File: src/rtl/line_xfer_ctrl.sv
// ---------------------------------------------------------------------------
// line_xfer_ctrl
// Moves one 4-word cache line (4 x 16 bit) between the cache controller and
// four single-word memory banks. Word k of a line always lives in bank k.
// A fill (mem_rd) issues four bank reads and assembles the returned words
// into rd_line. An evict (mem_wr) issues four bank writes from wr_line.
//
// Ports
//   clk         in   system clock, all state changes on the rising edge
//   rst         in   synchronous active-high reset
//   mem_rd      in   line-fill request (only honoured in IDLE)
//   mem_wr      in   line-evict request (only honoured in IDLE)
//   line_addr   in   13-bit line address
//   wr_line     in   64-bit evict data, captured when the request is taken
//   bank_rd_en  out  single-word bank read strobe
//   bank_wr_en  out  single-word bank write strobe
//   bank_addr   out  16-bit word address {line_addr, word, 1'b0}
//   bank_wdata  out  16-bit write data
//   bank_rdata  in   bank read data, valid 2 cycles after its read strobe
//   rd_line     out  assembled fill line
//   busy        out  per-bank busy vector (4 cycles from each access)
//   done        out  one-cycle completion pulse
//   err         out  one-cycle protocol-error pulse
// ---------------------------------------------------------------------------
module line_xfer_ctrl (
  input  logic        clk,
  input  logic        rst,
  input  logic        mem_rd,
  input  logic        mem_wr,
  input  logic [12:0] line_addr,
  input  logic [63:0] wr_line,
  output logic        bank_rd_en,
  output logic        bank_wr_en,
  output logic [15:0] bank_addr,
  output logic [15:0] bank_wdata,
  input  logic [15:0] bank_rdata,
  output logic [63:0] rd_line,
  output logic [3:0]  busy,
  output logic        done,
  output logic        err
);

  typedef enum logic [1:0] {
    S_IDLE  = 2'd0,
    S_ISSUE = 2'd1,
    S_DRAIN = 2'd2,
    S_DONE  = 2'd3
  } state_t;

  // FSM / transfer context
  state_t      r_state;
  logic [1:0]  r_cnt;        // word currently on the bank bus while in ISSUE
  logic        r_drain;      // second DRAIN cycle marker
  logic        r_op_rd;
  logic [12:0] r_line_addr;
  logic [63:0] r_wline;
  logic        r_done;
  logic        r_err;

  // registered bank interface
  logic        r_bank_rd_en;
  logic        r_bank_wr_en;
  logic [15:0] r_bank_addr;
  logic [15:0] r_bank_wdata;
  logic [63:0] r_rd_line;
  logic [3:0]  r_busy;
  logic [1:0]  r_busy_cnt [4];

  // read-return alignment pipeline (bank data lags the strobe by 2 cycles)
  logic        r_p1_vld;
  logic [1:0]  r_p1_idx;
  logic        r_p2_vld;
  logic [1:0]  r_p2_idx;

  // next-access decode
  logic        w_accept;
  logic        w_bad_req;
  logic        w_issue;
  logic        w_issue_rd;
  logic [1:0]  w_issue_idx;
  logic [12:0] w_issue_laddr;
  logic [63:0] w_issue_wline;
  logic [15:0] w_issue_word;

  // Decide which word (if any) goes out on the bank bus next cycle.
  // On acceptance the first word is taken straight from the inputs so that
  // word 0 appears in the very next cycle.
  always_comb begin
    w_accept      = 1'b0;
    w_bad_req     = 1'b0;
    w_issue       = 1'b0;
    w_issue_rd    = 1'b0;
    w_issue_idx   = 2'd0;
    w_issue_laddr = 13'd0;
    w_issue_wline = 64'd0;
    if (r_state == S_IDLE) begin
      w_accept  = mem_rd ^ mem_wr;
      w_bad_req = mem_rd & mem_wr;
    end else begin
      w_bad_req = mem_rd | mem_wr;
    end
    if (w_accept) begin
      w_issue       = 1'b1;
      w_issue_rd    = mem_rd;
      w_issue_idx   = 2'd0;
      w_issue_laddr = line_addr;
      w_issue_wline = wr_line;
    end else if ((r_state == S_ISSUE) && (r_cnt != 2'd3)) begin
      w_issue       = 1'b1;
      w_issue_rd    = r_op_rd;
      w_issue_idx   = r_cnt + 2'd1;
      w_issue_laddr = r_line_addr;
      w_issue_wline = r_wline;
    end else begin
      w_issue       = 1'b0;
    end
    w_issue_word = w_issue_wline[{w_issue_idx, 4'b0000} +: 16];
  end

  // Transfer FSM: sequencing, request latching, done/err pulses.
  always_ff @(posedge clk) begin
    if (rst) begin
      r_state     <= S_IDLE;
      r_cnt       <= 2'd0;
      r_drain     <= 1'b0;
      r_op_rd     <= 1'b0;
      r_line_addr <= 13'd0;
      r_wline     <= 64'd0;
      r_done      <= 1'b0;
      r_err       <= 1'b0;
    end else begin
      r_done <= 1'b0;
      r_err  <= w_bad_req;
      case (r_state)
        S_IDLE: begin
          if (w_accept) begin
            r_state     <= S_ISSUE;
            r_cnt       <= 2'd0;
            r_op_rd     <= mem_rd;
            r_line_addr <= line_addr;
            r_wline     <= wr_line;
          end
        end
        S_ISSUE: begin
          if (r_cnt == 2'd3) begin
            r_cnt <= 2'd0;
            if (r_op_rd) begin
              r_state <= S_DRAIN;
              r_drain <= 1'b0;
            end else begin
              r_state <= S_DONE;
              r_done  <= 1'b1;
            end
          end else begin
            r_cnt <= r_cnt + 2'd1;
          end
        end
        S_DRAIN: begin
          // two cycles waiting for the last read word to come back
          if (r_drain) begin
            r_drain <= 1'b0;
            r_state <= S_DONE;
            r_done  <= 1'b1;
          end else begin
            r_drain <= 1'b1;
          end
        end
        S_DONE: begin
          r_state <= S_IDLE;
        end
        default: begin
          r_state <= S_IDLE;
        end
      endcase
    end
  end

  // Bank bus registers, busy counters and read-data capture.
  always_ff @(posedge clk) begin
    if (rst) begin
      r_bank_rd_en <= 1'b0;
      r_bank_wr_en <= 1'b0;
      r_bank_addr  <= 16'd0;
      r_bank_wdata <= 16'd0;
      r_rd_line    <= 64'd0;
      r_busy       <= 4'd0;
      r_p1_vld     <= 1'b0;
      r_p1_idx     <= 2'd0;
      r_p2_vld     <= 1'b0;
      r_p2_idx     <= 2'd0;
      for (int b = 0; b < 4; b++) begin
        r_busy_cnt[b] <= 2'd0;
      end
    end else begin
      r_bank_rd_en <= w_issue & w_issue_rd;
      r_bank_wr_en <= w_issue & ~w_issue_rd;
      r_bank_addr  <= w_issue ? {w_issue_laddr, w_issue_idx, 1'b0} : 16'd0;
      r_bank_wdata <= (w_issue && !w_issue_rd) ? w_issue_word : 16'd0;

      // busy flag covers the access cycle plus three more: counter runs
      // 3,2,1,0 while the flag is held, the flag drops after reaching 0
      for (int b = 0; b < 4; b++) begin
        if (w_issue && (w_issue_idx == 2'(b))) begin
          r_busy[b]     <= 1'b1;
          r_busy_cnt[b] <= 2'd3;
        end else if (r_busy_cnt[b] != 2'd0) begin
          r_busy_cnt[b] <= r_busy_cnt[b] - 2'd1;
        end else begin
          r_busy[b] <= 1'b0;
        end
      end

      // word index rides along with the strobe so returning data lands in
      // the right slice of rd_line
      r_p1_vld <= r_bank_rd_en;
      r_p1_idx <= r_bank_addr[2:1];
      r_p2_vld <= r_p1_vld;
      r_p2_idx <= r_p1_idx;
      if (r_p2_vld) begin
        r_rd_line[{r_p2_idx, 4'b0000} +: 16] <= bank_rdata;
      end
    end
  end

  assign bank_rd_en = r_bank_rd_en;
  assign bank_wr_en = r_bank_wr_en;
  assign bank_addr  = r_bank_addr;
  assign bank_wdata = r_bank_wdata;
  assign rd_line    = r_rd_line;
  assign busy       = r_busy;
  assign done       = r_done;
  assign err        = r_err;

endmodule
File: config.mk
export PLATFORM = sky130hd
export DESIGN_NAME = line_xfer_ctrl
export DESIGN_NICKNAME = d
export VERILOG_FILES = /design/src/rtl/line_xfer_ctrl.sv
export SDC_FILE = /design/constraint.sdc
export NUM_CORES = 1
export LEC_CHECK = 0
export BUFFER_PORTS_ARGS = -buffer_cell sky130_fd_sc_hd__buf_2
export CORE_AREA = 2 2 148 150
export DETAILED_ROUTE_END_ITERATION = 16
export DIE_AREA = 0 0 150 152
export HOLD_SLACK_MARGIN = 0.03
export PLACE_DENSITY = 0.65
export SETUP_SLACK_MARGIN = 0.3
export SYNTH_ARGS = -nofsm -noshare
export SYNTH_HDL_FRONTEND = slang
export SYNTH_SLANG_ARGS = --single-unit
File: constraint.sdc
create_clock -name clk -period 2.7 [get_ports clk]
set_input_delay 0.27 -clock clk [delete_from_list [all_inputs] [get_ports clk]]
set_output_delay 0.27 -clock clk [all_outputs]
set_load 0.02 [all_outputs]
; Yosys cells after proc, flatten, opt, wreduce, memory -nomap -nowiden
; Memory sizes are Yosys's and may differ from the RTL's.
; Cells that the tools add are included.
[word_totals]
ram_bits = 8
output_inout_bits = 104
mem_count = 1
inputBits = 97
register_bits = 193
[classes]
n_reduce_logical = 21
muxes = 75
addsub = 6
shifts = 3
n_eq_ne = 16
bitwise = 16
[memory_table]
columns = name, words, word_bits, read_ports, rd_clocked_by_memory_dff, write_ports, line_no
row1 = r_busy_cnt, 4, 2, 4, 0, 4, 67  ; logic [1:0] r_busy_cnt [4];
[ops]
columns = op, n
row1 = $mux 64, 2
row2 = $bwmux 64, 1
row3 = $shift 16x8->64 const A, 1
row4 = $shiftx 16x8->64, 1
row5 = $shiftx 64x7->16, 1
row6 = $mux 1, 51
row7 = $mux 2, 15
row8 = $mux 13, 2
row9 = $ne 2x2->1 const B, 8
row10 = $reduce_bool 2->1, 6
row11 = $eq 2x2->1 const B, 5
row12 = $or 1x1->1, 9
row13 = $neg 6->8, 1
row14 = $pmux 2 s4, 1
row15 = $sub 2x1->2 const B, 4
row16 = $logic_and 1x1->1, 6
row17 = $reduce_and 3->1, 2
row18 = $eq 2x1->1 const B, 2
row19 = $logic_not 2->1, 2
row20 = $pmux 1 s2, 2
row21 = $pmux 2 s2, 1
row22 = $reduce_and 2->1, 2
row23 = $reduce_or 2->1, 2
row24 = $and 1x1->1, 3
row25 = 5 further kinds, 7

; Depth between registers and ports, before layout
[logic_depth]
ltp_word = 11
mapped_depth = 9
depth_no_buf = 6

; Worst setup path after synthesis
; OpenSTA, ideal clock, no wires.
[synth_timing]
path_kind = reg-to-reg
startpoint = register r_cnt[0]
endpoint = register r_bank_wdata[8], in the netlist bank_wdata[8]
synth_period_minus_slack_ns = 1.976
path_stages_with_launch = 8
t_arrival_ns = 1.897
n_path_buf = 2
path_slack_ns = 0.724
path_cell_list = dfxtp_1 ha_1 buf_6 or2_1 buf_6 or3_4 o32a_1 a211oi_2
[synth_via]
elab_chain_cells = 8
elab_cells_between_ends = 16
[synth_rtl]
columns = element, line_no
row1 = from (decl), 52  ; logic [1:0] r_cnt;
row2 = from (signal assigned), 155  ; r_cnt <= r_cnt + 2'd1;
row3 = "parallel branches: the longest is 8 deep, another holds $add 2x1->2", --
row4 = to (signal assigned), 198  ; r_bank_wdata <= (w_issue && !w_issue_rd) ? w_issue_word : 16'd0;
row5 = to (decl), 64  ; logic [15:0] r_bank_wdata;
; Several ways; the timed one is not identified.
; A chain may end at the register's enable or synchronous reset.

; Worst setup path after layout
[layout_timing]
startpoint = register r_state[1]
endpoint = register r_bank_wdata[12], in the netlist bank_wdata[12]
[layout_via]
elab_chain_cells = 8
elab_cells_between_ends = 17
[layout_rtl]
columns = element, line_no
row1 = from (decl), 51  ; state_t r_state;
row2 = from (signal assigned), 123  ; r_state <= S_IDLE;
row3 = from (signal assigned), 137  ; r_state <= S_ISSUE;
row4 = from (signal assigned), 148  ; r_state <= S_DRAIN;
row5 = "parallel branches: the longest is 8 deep, another holds $mux 64", --
; Several ways; the timed one is not identified.

==> run summary <==
final setup margin -> 0.491 ns
vias in the first global route -> 6087
EDFF count, synth -> 8
Clock Latency Late Sink -> 0.43 ns
endpoints failing setup -> 0
Area after DPL -> 0.00896 mm^2
GP Congestion -> 0.827
total power -> 8580 uW
DIE WIDTH -> 150 um
vias per std cell -> 5.13
Setup Skew -> 0.0124 ns
Yosys top cell by area -> dfxtp_1
Hold Crit Start -> wr_line[22]
RSZ-0062 raised after global routing -> no
share of cells above drive strength 1 -> 27.5%
count of cell types in the netlist -> 48
post-synthesis cell area -> 0.00768 mm^2
num rows -> 54
fmax -> 0.453 GHz
CP Class -> flip-flop to flip-flop
Synth Register Bits -> 200
Slew @ Worst Pin -> 0.657 ns
Async S/R FF share, synth -> 0%
number of port buffers -> 199
cts bufs inserted -> 17
Post-CTS Hold Fix Bufs -> 0
fin nets -> 1120
First-pass DRT Iterations -> 5
via count -> 6671
status -> finished clean
n_diodes -> 0
H-tree levels -> 4
max_cap viols -> 0
minimum clock period -> 2.21 ns
crit path max fanout -> 12
Iter 0 DRT Violations -> 348
Req. time, crit path -> 3.04 ns
# clock sinks -> 200
Max IR drop VDD -> 0.425 mV
initial antenna violation count -> 3
first-pass GRT wire length -> 32.5 mm
most common cell after layout, fill and taps aside -> buf_2
Hold Crit Class -> input pin to flip-flop
HPWL after DPL -> 15.2 mm
post-DR wirelength/cell -> 16.1 um
Synth Instances -> 826
R2R Path Start -> r_state[1]
most frequent cells in the layout -> buf_2 (198), dfxtp_1 (192), nand2_1 (108)
final instance area -> 0.00955 mm^2
mean post-synth cell area -> 9.29 um^2
Post-CTS Setup Bufs -> 0
drc violations -> 0
Pleak -> 0.00404 uW
Critical path origin -> r_state[1]
Final Hold Vio Count -> 0
Final TNS setup -> 0 ns
root buffer cell -> clkbuf_16
hold_ws -> 0.0694 ns
grt ovf -> 0
die footprint -> 0.0228 mm^2
Tcrit/Tclk final -> 81.8%
Pins Over Slew Limit -> 0
CP Capture Type -> flip-flop
Startpoint Class -> flip-flop
Reg clk slew, reported paths -> 0.08 ns
Warnings, synthesis -> 0
antenna-violating nets left -> 0
fillers -> 2156
clock buffer depth -> 2
Hold Path Sink -> r_wline[22]
net count after synthesis -> 938
GRT Util Overall -> 18.0%
hold depth -> 3
WP data arrival -> 2.55 ns
Main synth FF type -> dfxtp_1
Starting Density -> 36.0%
Reg2Reg Capture Point -> bank_wdata[12]
Gates resized, CTS repair -> 0
largest cells by area after synthesis -> dfxtp_1 (50%), a22oi_1 (6.4%), a21oi_1 (5.5%)
FF-to-FF path depth -> 6
Die Y -> 152 um
Seq/Total Area, Yosys -> 53.2%
area delta synth->final -> 24.4%
IO Pins -> 201
routed wire length -> 20.9 mm
flop2flop setup slack -> 0.49 ns
DP Worst Slack -> 0.281 ns
largest net degree at the start of global routing -> 65
CORE AREA -> 0.0214 mm^2
Pwr Density -> 898 mW/mm^2
top cell type's share of synthesized area -> 50.1%
max_slew headroom -> 56.0%
CTS tree -> done
[cells by family (layout without fill, tap and decap cells)]
group,count (synthesis),count (layout),synth area share [%]
AO/OA/AOI/OAI,205,205,18.0
adder cells (fa/ha/maj),15,15,2.44
buffers and inverters,80,275,4.50
flip-flops,200,200,53.2
multiplexers,35,35,4.63
other,1,1,0.0489
AND/OR/NAND/NOR,290,290,17.2
[where the power goes]
part,switching [uW],leakage [uW],internal (uW)
clock,1240,0.000284,1240
combinational,1550,0.00211,982
sequential,178,0.00165,3380
total,2970,0.00404,5600
[metal layers]
metal / vias to the layer above / wire length [um] / global-route usage, %
met5: - / 19 / 0
met4: 4 / 350 / 4.85
met3: 26 / 1560 / 5.26
met2: 256 / 9850 / 29.2
met1: 3117 / 9170 / 23.4
li1: 3268 / - / -
[per-stage QoR]
step                cells  utilization (%)
finish               1301             44.7
CTS                  1301             44.7
floorplan             826                -
detailed placement   1269             42.0
global route         1301             44.7
global placement     1269             42.0
[synthesized netlist by cell type, drive strengths merged (8+ instances only)]
cell type,n
a21oi,85
a221oi,13
a22oi,65
buf,19
clkbuf,44
dfxtp,192
edfxtp,8
ha,15
inv,17
mux2i,31
nand2,108
nand2b,9
nor2,99
nor2b,12
nor3,18
nor4,9
o32ai,8
or2,9
[worst max path at each step]
| stage | cells after the start | end | slack [ns] |
|---|---|---|---|
| 2_1_floorplan | 7 | bank_wdata[8] | 0.72 |
| 3_3_place_gp | 8 | bank_wdata[8] | 0.38 |
| 3_5_place_dp | 8 | bank_wdata[8] | 0.28 |
| 4_1_cts | 5 | bank_wdata[12] | 0.53 |
| 5_1_grt | 6 | bank_wdata[12] | 0.30 |
| 6_report | 6 | bank_wdata[12] | 0.49 |
[sequential cells by signal, indices dropped and copies added (netlist names), 4 cells and up]
name	count
r_line_addr	13
r_wline	64
r_busy_cnt	8
busy	4
rd_line	64
bank_wdata	16
bank_addr	15
[critical path, cell delays in order, from the launching register on]
cell,delay (ns)
dfxtp_1,0.34
inv_1,0.09
ha_1,0.39
nand2_1,0.23
or4b_1,0.64
a2bb2oi_1,0.20
a221oi_1,0.25
[cell type report]
cell class	count	area, um^2	share of cell area [%]
sequential	200	4080	42.8
multi-input combinational	546	3250	34.0
timing repair buffer	226	1220	12.8
clock buffer	17	425	4.46
tap	280	350	3.67
clock inverter	15	155	1.63
inverter	17	63.8	0.669
(Power assumes the default switching activity.)
